$ cat src/rtl/pulse_count_scheduler.sv
// pulse_count_scheduler: round-robin shared rising-edge counter.
// One channel is granted at a time. Rising edges on that channel are counted
// until the latched target is reached or the COUNT phase times out. The result
// registers then hold the outcome until the next job completes.
module pulse_count_scheduler #(
    parameter int N_CH    = 4,
    parameter int CNT_W   = 5,
    parameter int TIMEOUT = 1000,
    parameter int CYC_W   = $clog2(TIMEOUT + 1)
) (
    input  logic                      clk,
    input  logic                      rst,
    input  logic [N_CH-1:0]           req,
    input  logic [N_CH-1:0]           sig,
    input  logic [CNT_W-1:0]          target,
    output logic [N_CH-1:0]           grant,
    output logic                      busy,
    output logic                      done,
    output logic [$clog2(N_CH)-1:0]   done_ch,
    output logic                      timed_out,
    output logic [CNT_W-1:0]          result_count,
    output logic [CYC_W-1:0]          result_cycles
);

    localparam int CH_W = $clog2(N_CH);

    typedef enum logic [1:0] {
        S_IDLE  = 2'd0,
        S_ARM   = 2'd1,
        S_COUNT = 2'd2,
        S_DONE  = 2'd3
    } state_t;

    state_t             state_q, state_d;
    logic [CH_W-1:0]    rr_q, rr_d;
    logic [CH_W-1:0]    sel_q, sel_d;
    logic [CNT_W-1:0]   target_q, target_d;
    logic               prev_q, prev_d;
    logic [CNT_W-1:0]   cnt_q, cnt_d;
    logic [CYC_W-1:0]   timer_q, timer_d;
    logic [N_CH-1:0]    grant_q, grant_d;
    logic [CH_W-1:0]    done_ch_q, done_ch_d;
    logic               timed_out_q, timed_out_d;
    logic [CNT_W-1:0]   res_count_q, res_count_d;
    logic [CYC_W-1:0]   res_cycles_q, res_cycles_d;

    // Arbiter: cand[i] is the channel examined i-th, starting from rr and wrapping.
    logic [CH_W-1:0]    cand [N_CH];
    logic               arb_valid;
    logic [CH_W-1:0]    arb_idx;
    logic [CH_W-1:0]    rr_after;

    genvar gi;
    generate
        for (gi = 0; gi < N_CH; gi++) begin : g_cand
            logic [CH_W:0] sum;
            assign sum      = {1'b0, rr_q} + (CH_W+1)'(gi);
            assign cand[gi] = (sum >= (CH_W+1)'(N_CH)) ? CH_W'(sum - (CH_W+1)'(N_CH))
                                                       : sum[CH_W-1:0];
        end
    endgenerate

    // Pick the first requesting channel in rotated order (lowest i wins).
    always_comb begin
        arb_valid = 1'b0;
        arb_idx   = '0;
        for (int i = N_CH - 1; i >= 0; i--) begin
            if (req[cand[i]]) begin
                arb_valid = 1'b1;
                arb_idx   = cand[i];
            end
        end
    end

    // The pointer moves past the winner, so a held request drops to lowest priority.
    assign rr_after = (arb_idx == CH_W'(N_CH - 1)) ? '0 : arb_idx + CH_W'(1);

    // Edge detection on the granted channel, relative to the previous sample.
    logic               sig_sel;
    logic               sig_rise;
    logic [CNT_W-1:0]   cnt_inc;
    logic [CYC_W-1:0]   timer_inc;
    logic               hit;
    logic               tmo;

    assign sig_sel   = sig[sel_q];
    assign sig_rise  = sig_sel & ~prev_q;
    assign cnt_inc   = cnt_q + CNT_W'(1);
    assign timer_inc = timer_q + CYC_W'(1);
    assign hit       = sig_rise && (cnt_inc == target_q);
    assign tmo       = (timer_q == CYC_W'(TIMEOUT - 1));

    // Next-state and datapath updates; every register holds unless its state acts on it.
    always_comb begin
        state_d      = state_q;
        rr_d         = rr_q;
        sel_d        = sel_q;
        target_d     = target_q;
        prev_d       = prev_q;
        cnt_d        = cnt_q;
        timer_d      = timer_q;
        grant_d      = grant_q;
        done_ch_d    = done_ch_q;
        timed_out_d  = timed_out_q;
        res_count_d  = res_count_q;
        res_cycles_d = res_cycles_q;

        case (state_q)
            S_IDLE: begin
                grant_d = '0;
                if (arb_valid) begin
                    state_d          = S_ARM;
                    sel_d            = arb_idx;
                    target_d         = target;
                    rr_d             = rr_after;
                    grant_d[arb_idx] = 1'b1;
                end
            end
            S_ARM: begin
                // Seed prev with the current level so a level already high is not an edge.
                prev_d  = sig_sel;
                cnt_d   = '0;
                timer_d = '0;
                if (target_q == '0) begin
                    state_d      = S_DONE;
                    grant_d      = '0;
                    done_ch_d    = sel_q;
                    timed_out_d  = 1'b0;
                    res_count_d  = '0;
                    res_cycles_d = '0;
                end else begin
                    state_d = S_COUNT;
                end
            end
            S_COUNT: begin
                prev_d = sig_sel;
                if (sig_rise) begin
                    cnt_d = cnt_inc;
                end
                // Completion is checked first so it wins over a coincident timeout.
                if (hit) begin
                    state_d      = S_DONE;
                    grant_d      = '0;
                    done_ch_d    = sel_q;
                    timed_out_d  = 1'b0;
                    res_count_d  = cnt_inc;
                    res_cycles_d = timer_inc;
                end else if (tmo) begin
                    state_d      = S_DONE;
                    grant_d      = '0;
                    done_ch_d    = sel_q;
                    timed_out_d  = 1'b1;
                    res_count_d  = sig_rise ? cnt_inc : cnt_q;
                    res_cycles_d = timer_inc;
                end else begin
                    timer_d = timer_inc;
                end
            end
            S_DONE: begin
                state_d = S_IDLE;
            end
            default: begin
                state_d = S_IDLE;
            end
        endcase
    end

    // State and datapath registers; reset abandons any job and clears all outputs.
    always_ff @(posedge clk) begin
        if (rst) begin
            state_q      <= S_IDLE;
            rr_q         <= '0;
            sel_q        <= '0;
            target_q     <= '0;
            prev_q       <= 1'b0;
            cnt_q        <= '0;
            timer_q      <= '0;
            grant_q      <= '0;
            done_ch_q    <= '0;
            timed_out_q  <= 1'b0;
            res_count_q  <= '0;
            res_cycles_q <= '0;
        end else begin
            state_q      <= state_d;
            rr_q         <= rr_d;
            sel_q        <= sel_d;
            target_q     <= target_d;
            prev_q       <= prev_d;
            cnt_q        <= cnt_d;
            timer_q      <= timer_d;
            grant_q      <= grant_d;
            done_ch_q    <= done_ch_d;
            timed_out_q  <= timed_out_d;
            res_count_q  <= res_count_d;
            res_cycles_q <= res_cycles_d;
        end
    end

    assign grant         = grant_q;
    assign busy          = (state_q != S_IDLE);
    assign done          = (state_q == S_DONE);
    assign done_ch       = done_ch_q;
    assign timed_out     = timed_out_q;
    assign result_count  = res_count_q;
    assign result_cycles = res_cycles_q;

endmodule

$ cat config.mk
export PLATFORM = sky130hd
export DESIGN_NAME = pulse_count_scheduler
export DESIGN_NICKNAME = d
export VERILOG_FILES = /design/src/rtl/pulse_count_scheduler.sv
export SDC_FILE = /design/constraint.sdc
export NUM_CORES = 1
export LEC_CHECK = 0
export ABC_AREA = 1
export BUFFER_PORTS_ARGS = -buffer_cell sky130_fd_sc_hd__buf_2
export CORE_MARGIN = 2
export CORE_UTILIZATION = 58
export DETAILED_ROUTE_END_ITERATION = 10
export PLACE_DENSITY = 0.89
export RECOVER_POWER = 25
export SYNTH_ARGS = -nofsm -noshare
export SYNTH_HDL_FRONTEND = slang
export SYNTH_SLANG_ARGS = --single-unit
$ cat constraint.sdc
create_clock -name clk -period 2.5 [get_ports clk]
set_input_delay 0.125 -clock clk [delete_from_list [all_inputs] [get_ports clk]]
set_output_delay 0.125 -clock clk [all_outputs]
set_load 0.03 [all_outputs]
==> run_results.csv <==
group,metric,value,unit
logic_synthesis,netlist_area,2930,sq um
logic_synthesis,syn_inst,454,
routing,drc,0,
clock_tree,cts_buffers,5,
critical_path,crit_required,2.72,ns
routing,wire_per_inst,11.7,um
placed_design,io_buffers,38,
timing,relSlewSlack,0.376,
pwr,power.leakage,1.55,nW
logic_synthesis,synthArstFlopShare,0,
clock_tree,hold_buffers,0,
min_path,hp-class,"input pin to flop",
grt,antenna_found_initial,0,
finish,area_growth,9.31,%
routing,dr.pass1.iters,4,
min_path,hold_path_end,"cnt_q[3]$_SDFFE_PP0N_",
grt,overflow,0,
timing,finalCritPeriodShare,0.854,
logic_synthesis,synth_top_family_by_area,"simple AND/OR/NAND/NOR gates",
logic_synthesis,synth_compound_area_frac,0.110,
logic_synthesis,yosysSeqAreaShare,0.335,
logic_synthesis,netlist.area_leader.share,0.335,
floorplanning,start_util,0.612,
logic_synthesis,synth_flop_cell,"dfxtp_1",
floorplanning,dieArea,5640,sq um
clock_tree,clock-sinks,49,
logic_synthesis,postSynthRegisterBits,49,
logic_synthesis,synth.avg_cell_area,6.45,sq um
timing,worstMarginPinSlew,0.936,ns
critical_path,reg2reg_to,"result_cycles[8]$_SDFFE_PP0P_",
critical_path,critPathKind,"flop to flop",
timing,worst_slack,0.365,ns
grt,grt_start_max_net_pins,33,
routing,vias_per_cell,5.24,
critical_path,crit_family,"simple AND/OR/NAND/NOR gates",
logic_synthesis,yosys.cell_types.count,30,
logic_synthesis,synth.most_common_cell,"nand2_1",
critical_path,rr_startpoint,"cnt_q[0]$_SDFFE_PP0N_",
pwr,vdd_drop_max,0.000922,V
finish,layout-drive-gt1-share,0.103,
min_path,hold_start,"rst",
critical_path,endpoint_kind,"flop",
logic_synthesis,muxShareOfSynthArea,0,
timing,rsz0062_at_grt,"false",
min_path,hold-path-cell-count,2,
critical_path,cp_max_fo,32,
placed_design,hpwlAfterDp,4880,um
critical_path,slowest_delay,0.48,ns
placed_design,finalWeightedCongestion,0.965,
finish,final_area,3200,sq um
floorplanning,core-area,4790,sq um
outcome,status,"completed",
clock_tree,root_buffer,"clkbuf_8",
logic_synthesis,synth_top_area_cell,"dfxtp_1",
routing,via_count,2888,
pwr,power_density,1530,nW/um^2
clock_tree,clock_path_buffers,2,
logic_synthesis,synthAdderAreaFrac,0.0427,
finish,nets,508,
logic_synthesis,synth-edff-count,0,
logic_synthesis,yosys.area_share.simple,0.389,
timing,clock.fmax,0.468,GHz
clock_tree,htreeDepth,2,
clock_tree,cts_resized,0,
grt,first_global_vias,2668,
critical_path,worst-r2r-setup-slack,0.36,ns
logic_synthesis,synthXorXnorAreaFrac,0.00598,
logic_synthesis,syn_nets,479,
pwr,total_power,4.89,mW
timing,finalSetupViolations,0,
logic_synthesis,synth_common_cells,"nand2_1, nor2_1, inv_1",
grt,grt.total_usage,0.257,
critical_path,start_kind,"flop",
floorplanning,io_pins,39,
routing,drt_wl_total,6470,um
logic_synthesis,yosys_warnings,0,
critical_path,cpMostUsedCell,"nand2_1",
logic_synthesis,ys_top_cells_by_area,"dfxtp_1, nand2_1, nand3_1",
grt,grt_pass1_wl,11300,um
placed_design,placed_area,3110,sq um
timing,final_hold_viol_count,0,
placed_design,post-place-ws,0.377,ns
critical_path,critPathArrivalTime,2.35,ns
clock_tree,cts_setup_buffers,0,
floorplanning,fp.dieW,75.1,um
routing,ant_nets,0,
clock_tree,clkTransAtPathRegs,0.09,ns
critical_path,path_buf_inv,0,
critical_path,ff2ff_path_depth,12,
floorplanning,row_count,25,
timing,setup_tns,0,ns
timing,finalClockSkew,0.00384,ns
timing,slew_viol_final,0,
critical_path,path_cells,"ha_1 -> nand3_1 -> nand2_1 -> nand3_1 -> nand2_1 -> nor2_2 -> nand2_2 -> nand3_4 -> nand2_4 -> nand2_1 -> nand2_1 -> nor2_1",
finish,diodes,0,
floorplanning,fp.dieH,75.1,um
clock_tree,cts_tree,"yes",
flow_run,cap_violations,0,
timing,period_minus_slack,2.14,ns
critical_path,slowest_stage,"dfxtp_1",
clock_tree,clock_latency,0.31,ns
routing,drtIter0Drc,196,
## worst reg2reg max path: cells and delay by family (launching register included)
kind / cells / cell delay (ns)
fa+ha+maj: 1 / 0.29
flops: 1 / 0.48
simple gates: 11 / 1.26
## worst max-delay path by stage
stage	startpoint	to	slack (ns)	depth (start not counted)
after CTS	cnt_q[0]$_SDFFE_PP0N_	result_cycles[8]$_SDFFE_PP0P_	0.36	12
after global routing	rr_q[0]$_SDFFE_PP0P_	grant[0]$_SDFFE_PP0P_	0.07	12
after global placement	rr_q[0]$_SDFFE_PP0P_	grant[0]$_SDFFE_PP0P_	0.47	12
final	cnt_q[0]$_SDFFE_PP0N_	result_cycles[8]$_SDFFE_PP0P_	0.36	12
after floorplan	rr_q[0]$_SDFFE_PP0P_	grant[1]$_SDFFE_PP0P_	0.71	12
after detailed placement	cnt_q[0]$_SDFFE_PP0N_	result_cycles[8]$_SDFFE_PP0P_	0.38	12
## cell usage in the layout, fill, tap and decap left out, drive strengths merged, types with 2 or more instances in the layout
master and instances:
nand2 117, nor2 63, inv 60, nand3 50, dfxtp 49, a21oi 36
o21ai 24, buf 23, clkbuf 23, nand4 13, ha 10, nor3 5
nand3b 2, o211ai 2, clkinv 2
## cells by family after synthesis
logic type,count (synthesis)
and+or+nand+nor,251
buffers and inverters,80
AOI/OAI and AO/OA,62
DFF,49
adders and majority gates,10
xor gates and xnor gates,2
## layer usage
layer / vias to the layer above / wire (um) / track usage
met5: - / 0 / 0
met4: 0 / 104 / 0.105
met3: 13 / 305 / 0.0428
met2: 75 / 3060 / 0.440
met1: 1296 / 3000 / 0.320
li1: 1504 / - / -
## cell type report
class,instances,area [sq um]
Timing Repair Buffer,41,190
Tap cell,67,83.8
Clock buffer,5,68.8
Fill cell,448,1580
Inverter,61,229
Clock inverter,3,46.3
Sequential cell,49,981
Multi-Input combinational cell,325,1600
## metrics by stage
| step | hold WS (ns) | util | cells |
|---|---|---|---|
| detailed placement | 0.372 | 0.650 | 543 |
| global placement | 0.363 | 0.650 | 543 |
| global route | 0.0514 | 0.669 | 551 |
| CTS | 0.0369 | 0.674 | 551 |
| finish | 0.0361 | 0.669 | 551 |
| floorplan | 0.194 | - | 454 |
## registers in the layout, indices dropped and copies added, names as in the netlist
signal and count:
result_cycles 10, timer_q 10, cnt_q 5, result_count 5
target_q 5, grant 4, done_ch 2, rr_q 2
sel_q 2, state_q 2, prev_q 1, timed_out 1
## report_power, final
| part | internal (mW) | switching (mW) | total (mW) |
|---|---|---|---|
| clock network | 0.300 | 0.286 | 0.586 |
| registers | 1.14 | 0.274 | 1.41 |
| logic | 0.906 | 1.99 | 2.89 |
| total | 2.34 | 2.55 | 4.89 |
Note: power is estimated with default switching activity, not from simulation.
